===== config.mk =====
export PLATFORM = sky130hd
export DESIGN_NAME = fifo_rr_arbiter_flat
export DESIGN_NICKNAME = d
export VERILOG_FILES = /design/src/rtl/fifo_rr_arbiter_pkg.sv /design/src/rtl/fifo_rr_arbiter_if.sv /design/src/rtl/fifo_rr_arbiter_rr_pick.sv /design/src/rtl/fifo_rr_arbiter.sv /design/src/flat_wrapper.sv
export SDC_FILE = /design/constraint.sdc
export NUM_CORES = 1
export LEC_CHECK = 0
export CELL_PAD_IN_SITES_DETAIL_PLACEMENT = 2
export CELL_PAD_IN_SITES_GLOBAL_PLACEMENT = 2
export CORE_AREA = 4 4 122 124
export CTS_CLUSTER_SIZE = 16
export DETAILED_ROUTE_END_ITERATION = 16
export DIE_AREA = 0 0 126 128
export PLACE_DENSITY = 0.84
export SYNTH_ARGS = -nofsm -noshare
export SYNTH_HDL_FRONTEND = slang
export SYNTH_SLANG_ARGS = --single-unit

===== constraint.sdc =====
create_clock -name clock_i -period 2.6 [get_ports clock_i]
set_input_delay 0.52 -clock clock_i [delete_from_list [all_inputs] [get_ports clock_i]]
set_output_delay 0.52 -clock clock_i [all_outputs]
set_load 0.02 [all_outputs]

===== src/rtl/fifo_rr_arbiter_pkg.sv =====
// Purpose : shared sizing constants, the requester-index type and a wrap helper for the arbiter slice.
// Latency : n/a (declarations only).
// Backpr. : n/a.
package fifo_arb_pkg;

  localparam int NUM_REQ_MAX   = 16;
  localparam int BURST_LEN_MAX = 16;
  localparam int ARB_ID_W      = $clog2(NUM_REQ_MAX);
  localparam int BURST_CNT_W   = $clog2(BURST_LEN_MAX);

  // Requester index wide enough for the largest supported requester count.
  typedef logic [ARB_ID_W-1:0] arb_id_t;

  // Next index in a ring of n entries.
  function automatic int wrap_inc(input int idx, input int n);
    return (idx + 1 >= n) ? 0 : idx + 1;
  endfunction

endpackage


===== src/rtl/fifo_rr_arbiter_if.sv =====
// Purpose : bundles the requester-side and FIFO-side valid/ready signals of the arbiter.
// Latency : n/a (wiring only).
// Backpr. : n/a; req_ready and in_ready carry the backpressure.
// Ports   : req_valid/req_packet in, req_ready out (requester side);
//           in_valid/packet_in/grant_id out, in_ready in (FIFO side).
//           master = arbiter view, slave = producer/FIFO view.
interface fifo_rr_arbiter_if #(
  parameter type PACKET_T = logic [31:0],
  parameter int  NUM_REQ  = 4,
  parameter int  ID_W     = $clog2(NUM_REQ)
);

  logic [NUM_REQ-1:0] req_valid;
  logic [NUM_REQ-1:0] req_ready;
  PACKET_T            req_packet [NUM_REQ];
  logic               in_valid;
  logic               in_ready;
  PACKET_T            packet_in;
  logic [ID_W-1:0]    grant_id;

  modport master (
    input  req_valid, req_packet, in_ready,
    output req_ready, in_valid, packet_in, grant_id
  );

  modport slave (
    output req_valid, req_packet, in_ready,
    input  req_ready, in_valid, packet_in, grant_id
  );

endinterface


===== src/rtl/fifo_rr_arbiter_rr_pick.sv =====
// Purpose : first set request at or after a start index, wrapping around the ring.
// Latency : purely combinational.
// Backpr. : none; the caller decides whether the pick is used.
// Ports   : req_i request vector, start_i search origin; idx_o picked index, found_o any request set.
module rr_pick
  import fifo_arb_pkg::*;
#(
  parameter int N = 4,
  parameter int W = $clog2(N)
) (
  input  logic [N-1:0] req_i,
  input  logic [W-1:0] start_i,
  output logic [W-1:0] idx_o,
  output logic         found_o
);

  always_comb begin
    int cand;
    idx_o   = '0;
    found_o = 1'b0;
    cand    = int'(start_i);
    // Walk the ring once from start_i; the first hit wins.
    for (int i = 0; i < N; i++) begin
      if (!found_o && req_i[cand[W-1:0]]) begin
        found_o = 1'b1;
        idx_o   = cand[W-1:0];
      end
      cand = wrap_inc(cand, N);
    end
  end

endmodule


===== src/rtl/fifo_rr_arbiter.sv =====
// Purpose : round-robin arbiter (with optional burst hold) feeding one FIFO input port.
// Latency : one cycle; a packet accepted at edge N is on packet_in from N.
// Backpr. : a held packet (in_valid & !in_ready) stalls all requesters; drain and load share an edge.
// Ports   : clock_i, reset_ni (async active-low);
//           bus (master modport) carries the requester and FIFO handshakes.
module fifo_rr_arbiter
  import fifo_arb_pkg::*;
#(
  parameter type PACKET_T  = logic [31:0],
  parameter int  NUM_REQ   = 4,   // 2..NUM_REQ_MAX
  parameter int  BURST_LEN = 1,   // 1..BURST_LEN_MAX
  parameter int  ID_W      = $clog2(NUM_REQ)
) (
  input  logic                clock_i,
  input  logic                reset_ni,
  fifo_rr_arbiter_if.master   bus
);

  localparam logic [ID_W-1:0]        LAST_RST = ID_W'(NUM_REQ - 1);
  localparam logic [BURST_CNT_W-1:0] CNT_ONE  = BURST_CNT_W'(1);

  logic                   in_valid_q, in_valid_d;
  PACKET_T                packet_q, packet_d;
  logic [ID_W-1:0]        grant_q, grant_d;
  logic [ID_W-1:0]        last_q, last_d;
  logic [BURST_CNT_W-1:0] burst_cnt_q, burst_cnt_d;

  logic            load_en;
  logic            burst_done;
  logic            hold;
  logic            accept;
  logic            rr_found;
  logic [ID_W-1:0] rr_idx;
  logic [ID_W-1:0] start;
  logic [ID_W-1:0] sel;

  // Round-robin search origin: one past the last accepted requester.
  always_comb begin
    int start_int;
    start_int = wrap_inc(int'(last_q), NUM_REQ);
    start     = start_int[ID_W-1:0];
  end

  rr_pick #(
    .N (NUM_REQ),
    .W (ID_W)
  ) u_rr_pick (
    .req_i   (bus.req_valid),
    .start_i (start),
    .idx_o   (rr_idx),
    .found_o (rr_found)
  );

  assign load_en    = !in_valid_q || bus.in_ready;
  // burst_cnt saturates at BURST_LEN-1, so "done" is a simple compare.
  assign burst_done = int'(burst_cnt_q) >= (BURST_LEN - 1);
  assign hold       = bus.req_valid[last_q] && !burst_done;
  assign sel        = hold ? last_q : rr_idx;
  // rr_found is true whenever any request is valid, including the hold case.
  assign accept     = load_en && rr_found;

  // Ready decode depends only on handshake state, never on packet data.
  always_comb begin
    bus.req_ready = '0;
    for (int i = 0; i < NUM_REQ; i++) begin
      bus.req_ready[i] = accept && (sel == ID_W'(i));
    end
  end

  always_comb begin
    in_valid_d  = in_valid_q;
    packet_d    = packet_q;
    grant_d     = grant_q;
    last_d      = last_q;
    burst_cnt_d = burst_cnt_q;
    if (load_en) begin
      if (accept) begin
        in_valid_d = 1'b1;
        packet_d   = bus.req_packet[sel];
        grant_d    = sel;
        if (sel == last_q) begin
          // Saturate so a lone requester never wraps the count back into
          // hold range and starves the others when they arrive.
          if (!burst_done) begin
            burst_cnt_d = burst_cnt_q + CNT_ONE;
          end
        end else begin
          burst_cnt_d = '0;
          last_d      = sel;
        end
      end else begin
        // Nothing to load: the slot empties, data/id keep their old values.
        in_valid_d = 1'b0;
      end
    end
  end

  always_ff @(posedge clock_i or negedge reset_ni) begin
    if (!reset_ni) begin
      in_valid_q  <= 1'b0;
      packet_q    <= '0;
      grant_q     <= '0;
      last_q      <= LAST_RST;
      burst_cnt_q <= '0;
    end else begin
      in_valid_q  <= in_valid_d;
      packet_q    <= packet_d;
      grant_q     <= grant_d;
      last_q      <= last_d;
      burst_cnt_q <= burst_cnt_d;
    end
  end

  assign bus.in_valid  = in_valid_q;
  assign bus.packet_in = packet_q;
  assign bus.grant_id  = grant_q;

endmodule


===== src/flat_wrapper.sv =====
// flat-port wrapper written by rule: the top's interface ports become plain ports
module fifo_rr_arbiter_flat import fifo_arb_pkg::*;
#(
  parameter type PACKET_T  = logic [31:0],
  parameter int  NUM_REQ   = 4,                    
  parameter int  BURST_LEN = 1,                      
  parameter int  ID_W      = $clog2(NUM_REQ)
)
  (clock_i, reset_ni, bus_req_valid, bus_req_packet, bus_in_ready, bus_req_ready, bus_in_valid, bus_packet_in, bus_grant_id);
  fifo_rr_arbiter_if #(.PACKET_T(PACKET_T), .NUM_REQ(NUM_REQ), .ID_W(ID_W)) bus_i ();
  input  logic clock_i;
  input  logic reset_ni;
  input wire logic [$bits(bus_i.req_valid)-1:0] bus_req_valid;
  input wire logic [$bits(bus_i.req_packet)-1:0] bus_req_packet;
  input wire logic [$bits(bus_i.in_ready)-1:0] bus_in_ready;
  output wire logic [$bits(bus_i.req_ready)-1:0] bus_req_ready;
  output wire logic [$bits(bus_i.in_valid)-1:0] bus_in_valid;
  output wire logic [$bits(bus_i.packet_in)-1:0] bus_packet_in;
  output wire logic [$bits(bus_i.grant_id)-1:0] bus_grant_id;
  assign bus_i.req_valid = bus_req_valid;
  assign bus_i.req_packet = {>>{bus_req_packet}};
  assign bus_i.in_ready = bus_in_ready;
  assign bus_req_ready = bus_i.req_ready;
  assign bus_in_valid = bus_i.in_valid;
  assign bus_packet_in = bus_i.packet_in;
  assign bus_grant_id = bus_i.grant_id;
  fifo_rr_arbiter #(.PACKET_T(PACKET_T), .NUM_REQ(NUM_REQ), .BURST_LEN(BURST_LEN), .ID_W(ID_W)) u_core (.clock_i(clock_i), .reset_ni(reset_ni), .bus(bus_i));
endmodule

Word level (Yosys, flattened, before mapping)

Cells that the tools add are included.
Widths: inputs -> output; s select.

Bits in registers: 37
Latch bits: 0
RAM bits: 0
Bits in read-only memories: 0
Memories kept: 0

Add/subtract/negate cells: 4
Multiply operators: 0
Divide/modulo/power cells: 0
Magnitude comparators: 9
Equal/unequal tests: 4
Shifts and indexed selects: 0
Mux-type cells: 24
Bitwise logic cells: 2
Reductions and logical operators: 16

Operator list:

| operator            | count |
|---|---|
| $bmux 32 s2         | 1 |
| $ge 32x4->1 const B | 2 |
| $mux 32             | 2 |
| $lt 2x3->1 const B  | 4 |
| $mux 2              | 6 |
| $mux 1              | 9 |
| $bmux 1 s2          | 4 |
| $logic_and 1x1->1   | 8 |
| $add 2x1->3 const B | 2 |
| $ge 3x3->1 const B  | 2 |
| $add 4x1->5 const B | 1 |
| $ge 5x3->1 const B  | 1 |
| $add 3x1->4 const B | 1 |
| $eq 2x2->1 const B  | 2 |
| $logic_not 1->1     | 4 |
| $mux 4              | 1 |
| $mux 3              | 1 |
| $not 2->3           | 1 |
| $reduce_and 3->1    | 1 |
| $eq 2x1->1 const B  | 1 |
| $eq 2x2->1          | 1 |
| $logic_not 2->1     | 1 |
| $reduce_and 2->1    | 1 |
| $logic_or 1x1->1    | 1 |
| $not 1->1           | 1 |

Longest topological paths before layout

Word-level depth: 20
Depth in mapped cells: 8
Mapped depth without buffers: 6

Cells and area by module

A second synthesis with hierarchy kept.

Cells, all modules: 173
Area total of the unflattened synthesis: 2499.9 um^2

Modules (own cells, without submodules):

| module          | times used | cells an instance | area each (um^2) | sequential area each (um^2) |
|---|---|---|---|---|
| fifo_rr_arbiter | 1          | 129               | 2202.1           | 928.4 |
| rr_pick         | 1          | 44                | 297.8            | 0.0 |

Least setup slack after synthesis

OpenSTA, ideal clock, no wires.

Path kind: register to output
Start point: register u_core.last_q[0]
End point: output bus_req_ready[0]
Arrival time: 2.053 ns
Required time: 2.080 ns
Slack: 0.027 ns
Cell stages (with the launch flop): 7
Path through: dfstp_2 ha_1 or3b_4 o221a_4 nand2_8 nand2_1 nor2_1

Cells in the longest elaborated chain, start to end: 18
Elaborated cells on any way between the ends: 37

RTL lines:

| what                                                            | RTL line                                                 | text |
|---|---|---|
| from (decl)                                                     | fifo_rr_arbiter.sv:25                                    | `logic [ID_W-1:0] last_q, last_d;` |
| from (signal assigned)                                          | fifo_rr_arbiter.sv:109                                   | `last_q <= last_d;` |
| $add 2x1->3 *                                                   | fifo_rr_arbiter_pkg.sv:16                                | `return (idx + 1 >= n) ? 0 : idx + 1;` |
| $ge 3x3->1                                                      | fifo_rr_arbiter_pkg.sv:16                                |  |
| $mux 2 *                                                        | fifo_rr_arbiter_pkg.sv:16                                |  |
| $add 2x1->3                                                     | fifo_rr_arbiter_pkg.sv:16                                |  |
| $ge 32x4->1                                                     | fifo_rr_arbiter_pkg.sv:16                                |  |
| $mux 3                                                          | fifo_rr_arbiter_pkg.sv:16                                |  |
| $add 3x1->4 or $bmux 1 s2 (tied branches)                       | fifo_rr_arbiter_pkg.sv:16, fifo_rr_arbiter_rr_pick.sv:24 |  |
| $ge 32x4->1 or $mux 1 (tied branches)                           | fifo_rr_arbiter_pkg.sv:16, fifo_rr_arbiter_rr_pick.sv:24 |  |
| [... 2 more ...]                                                | n/a                                                      |  |
| $ge 5x3->1, or another cell as far along                        | fifo_rr_arbiter_pkg.sv:16                                |  |
| $mux 2 or $logic_and 1x1->1 (tied branches)                     | fifo_rr_arbiter_pkg.sv:16, fifo_rr_arbiter_rr_pick.sv:24 |  |
| $bmux 1 s2 or $mux 1 (tied branches)                            | fifo_rr_arbiter_rr_pick.sv:24                            | `if (!found_o && req_i[cand[W-1:0]]) begin` |
| $mux 1 (implied by the code) or $logic_not 1->1 (tied branches) | fifo_rr_arbiter_rr_pick.sv:24                            |  |
| $logic_and 1x1->1                                               | fifo_rr_arbiter_rr_pick.sv:24                            |  |
| $mux 2 or $mux 1 (tied branches)                                | fifo_rr_arbiter_rr_pick.sv:24                            |  |
| $logic_not 2->1 or $logic_and 1x1->1 (tied branches)            | fifo_rr_arbiter.sv:66, fifo_rr_arbiter.sv:60             |  |
| $logic_and 1x1->1 *                                             | fifo_rr_arbiter.sv:66                                    | `bus.req_ready[i] = accept && (sel == ID_W'(i));` |
| to (decl)                                                       | flat_wrapper.sv:16                                       | `output wire logic [$bits(bus_i.req_ready)-1:0] bus_req_ready;` |

Mark *: on every way between the ends. The rest lies on a longest branch, timed or not. The select of a mux whose other input is x is not followed.

Worst setup path after layout

Start point: register u_core.last_q[1]
End point: output bus_req_ready[0]

The elaborated chain is that of the path after synthesis.

==> impl_metrics.env <==
export IMPL_power_density_nw_per_um2=1058
export IMPL_ff_latch_area_um2=928.4
export IMPL_clk_pin_slew_ps=60
export IMPL_place_area_um2=4593
export IMPL_synth_edff_count=0
export IMPL_cts_made_buffers=5
export IMPL_die_h_um=128
export IMPL_antenna_left=0
export IMPL_crit_type="reg -> out"
export IMPL_die_w_um=126
export IMPL_synth_compound_area_share_pct=25.90
export IMPL_ys_flop_type="dfrtp_1"
export IMPL_final_nets=584
export IMPL_diodes=0
export IMPL_synth_xor_area_share_pct=0
export IMPL_synthMuxAreaShare_pct=15.79
export IMPL_setup_viol=0
export IMPL_synth_seq_cells=37
export IMPL_drc=0
export IMPL_n_fill_cell=1550
export IMPL_max_vdd_ir_drop_uv=366.6
export IMPL_grt_ovfl_total=0
export IMPL_drv_cap=0
export IMPL_totalWireLength_um=12290
export IMPL_drtIter0Drc=66
export IMPL_synthesis_nets=400
export IMPL_synth_common_cells="mux2i_1, dfrtp_1, nand2_1"
export IMPL_dpl_worst_slack_ps=-9.411
export IMPL_end_kind="output pin"
export IMPL_min_path_type="in -> async"
export IMPL_p_leak_nw=1.950
export IMPL_clock_sinks=37
export IMPL_core_area_um2=13770
export IMPL_cts_tree="built"
export IMPL_worst_ep_required_time_ps=2080
export IMPL_yosys_area_share_simple_pct=15.74
export IMPL_cp_slowest_stage_delay_ps=560
export IMPL_rsz0062_at_grt="true"
export IMPL_synth_cell_area_um2=2599
export IMPL_cp_slowest_cell="dfstp_2"
export IMPL_yosysTopAreaCellShare_pct=33.70
export IMPL_grt_pass1_vias=3490
export IMPL_hold_viol=0
export IMPL_use_met1_pct=17.79
export IMPL_grt_pass1_wl_um=19540
export IMPL_cts_root_buffer="clkbuf_16"
export IMPL_cp_start_kind="flip-flop"
export IMPL_crit_end="bus_req_ready[0]"
export IMPL_slew_violations=0
export IMPL_reg2reg_depth=8
export IMPL_async_flop_share_pct=100.0
export IMPL_use_met2_pct=27.82
export IMPL_dr_pass1_iters=4
export IMPL_path_cells="ha_4 -> or3b_4 -> o221a_4 -> nand2_8 -> nand2_2 -> nor2_1 -> buf_4"
export IMPL_worstSkewPairLatency_ps=280
export IMPL_ios=174
export IMPL_max_freq_ghz=0.3939
export IMPL_finish_instance_area_um2=4788
export IMPL_cp_max_fo=5
export IMPL_drive_above_1_share_pct=14.48
export IMPL_yosysMostFrequentCell="mux2i_1"
export IMPL_timing_rr_end="u_core.bus.packet_in[11]"
export IMPL_postLayoutCoreUtil_pct=34.77
export IMPL_fin_crit_ps=2539
export IMPL_total_power_mw=5.067
export IMPL_yosys_warnings=0
export IMPL_wl_per_cell_um=19.55
export IMPL_relSlewSlack_pct=37.88
export IMPL_areaGrowthSynthToFinish_pct=84.26
export IMPL_cts_hold_buf=0
export IMPL_cp_arrival_ps=2020
export IMPL_status="finished, final reports clean"
export IMPL_worstSetupStartpoint="u_core.last_q[1]"
export IMPL_clock_skew_ps=2.708
export IMPL_synth_top_family_by_area="compound AO/OA/AOI/OAI gates"
export IMPL_fin_crit_sh_pct=97.65
export IMPL_multi_input_area_um2=1550
export IMPL_r2r_start="u_core.last_q[1]"
export IMPL_gp_congestion=0.7806
export IMPL_synth_avg_cell_area_um2=9.844
export IMPL_hold_slack_ps=378.9
export IMPL_post_dp_hpwl_um=9636
export IMPL_dieArea_um2=16130
export IMPL_grt_use_met3_pct=4.208
export IMPL_tightest_slew_ps=931.8
export IMPL_htree_num_levels=2
export IMPL_floorplan_initialDensity_pct=18.87
export IMPL_rows=43
export IMPL_setup_slack_ps=61.04
export IMPL_cts_max_path_buffers=2
export IMPL_io_buffers=173
export IMPL_ff2ff_setup_slack_ps=320
export IMPL_synth_area_leaders="dfrtp_1, mux2i_1, nand2_1, nand3_1, a211o_1"
export IMPL_ys_seq_area_share_pct=35.72
export IMPL_yosys_area_top_type="dfrtp_1"
export IMPL_grt_use_total_pct=15.22
export IMPL_grt_max_degree=38
export IMPL_antenna_found_initial=0
export IMPL_vias_per_cell=4.719
export IMPL_synth_cells=264
export IMPL_busiest_layer="met2"
export IMPL_synth_adder_area_share_pct=0.4815
export IMPL_synth_cell_types=37
export IMPL_num_vias=2968
-- kinds of logic (layout without fill, tap and decap cells) --
| family | count (synthesis) | in the layout |
|---|---|---|
| simple gates | 82 | 82 |
| compound gates | 79 | 79 |
| mux | 41 | 41 |
| flops | 37 | 37 |
| buf+inv | 24 | 209 |
| fa+ha+maj | 1 | 1 |
-- state kept, by name, indices dropped and copies added (netlist names) --
signal	flops
u_core.bus.grant_id	2
u_core.bus.in_valid	1
u_core.bus.packet_in	32
u_core.last_q	2
-- how the worst min path moves through the flow --
stage / startpoint / to / slack [ps] / cells after the start
final: reset_ni / u_core.bus.grant_id[0] / 380 / 1
after global routing: reset_ni / u_core.bus.packet_in[7] / 470 / 1
after CTS: reset_ni / u_core.bus.packet_in[7] / 420 / 1
after detailed placement: u_core.last_q[1] / u_core.last_q[1] / 470 / 2
after global placement: u_core.last_q[1] / u_core.last_q[1] / 460 / 2
after floorplan: reset_ni / u_core.bus.grant_id[0] / 220 / 0
-- layer usage --
layer	routed length (µm)	vias up
met5	0	-
met4	197	0
met3	821	17
met2	6312	121
met1	4962	1451
li1	-	1379
-- worst max-delay path: cells and delay by family (launching register included) --
kind | cells | cell delay [ps]
AO/OA/AOI/OAI | 1 | 160
adder cells (fa/ha/maj) | 1 | 220
AND/OR/NAND/NOR | 4 | 640
buffers and inverters | 1 | 160
flip-flops | 1 | 560
-- stage by stage --
step | setup TNS, ps | std cells
global placement | 0 | 618
global route | -70.80 | 629
finish | 0 | 629
detailed placement | -9.411 | 618
floorplan | 0 | 264
CTS | 0 | 629
-- cells in the final DEF (no fill, tap or decap), types with 2 or more instances in the layout --
cell type	n
o21a_1	2
nand2_1	34
nor2_1	5
a41oi_1	9
clkbuf_16	5
o211ai_1	14
dfstp_2	2
dfrtp_1	35
and2_1	10
o221ai_1	9
clkbuf_1	3
nand3_1	23
mux2i_1	41
clkdlybuf4s50_1	165
a211o_1	13
o211ai_2	9
o21ai_2	2
o21ai_0	13
buf_4	28
buf_12	2
a21oi_2	2
dlymetal6s2s_1	2
inv_1	2
-- where the power goes --
part	internal [mW]	switching, mW	leakage [nW]	total, mW
Sequential	0.866	0.158	0.448	1.02
Combinational	1.61	1.83	1.44	3.44
Clock	0.357	0.244	0.0652	0.601
Total	2.84	2.23	1.95	5.07
-- area by class of cell --
cell class              count  area share [%]
inverters                   2          0.1568
well taps                 180           4.703
clock buffers               8           2.848
flip-flops and latches     37           19.39
multi-input cells         203           32.38
repair buffers            199           40.53
-- timing repair --
item                       in CTS  in global routing
hold endpoints to repair        0                  0
setup endpoints to repair       4                  4
gates resized for setup         5                  5
cloned                          0                  0
pin swaps                       3                  1
buffers inserted                3                  0
Note: power is estimated with default switching activity, not from simulation.
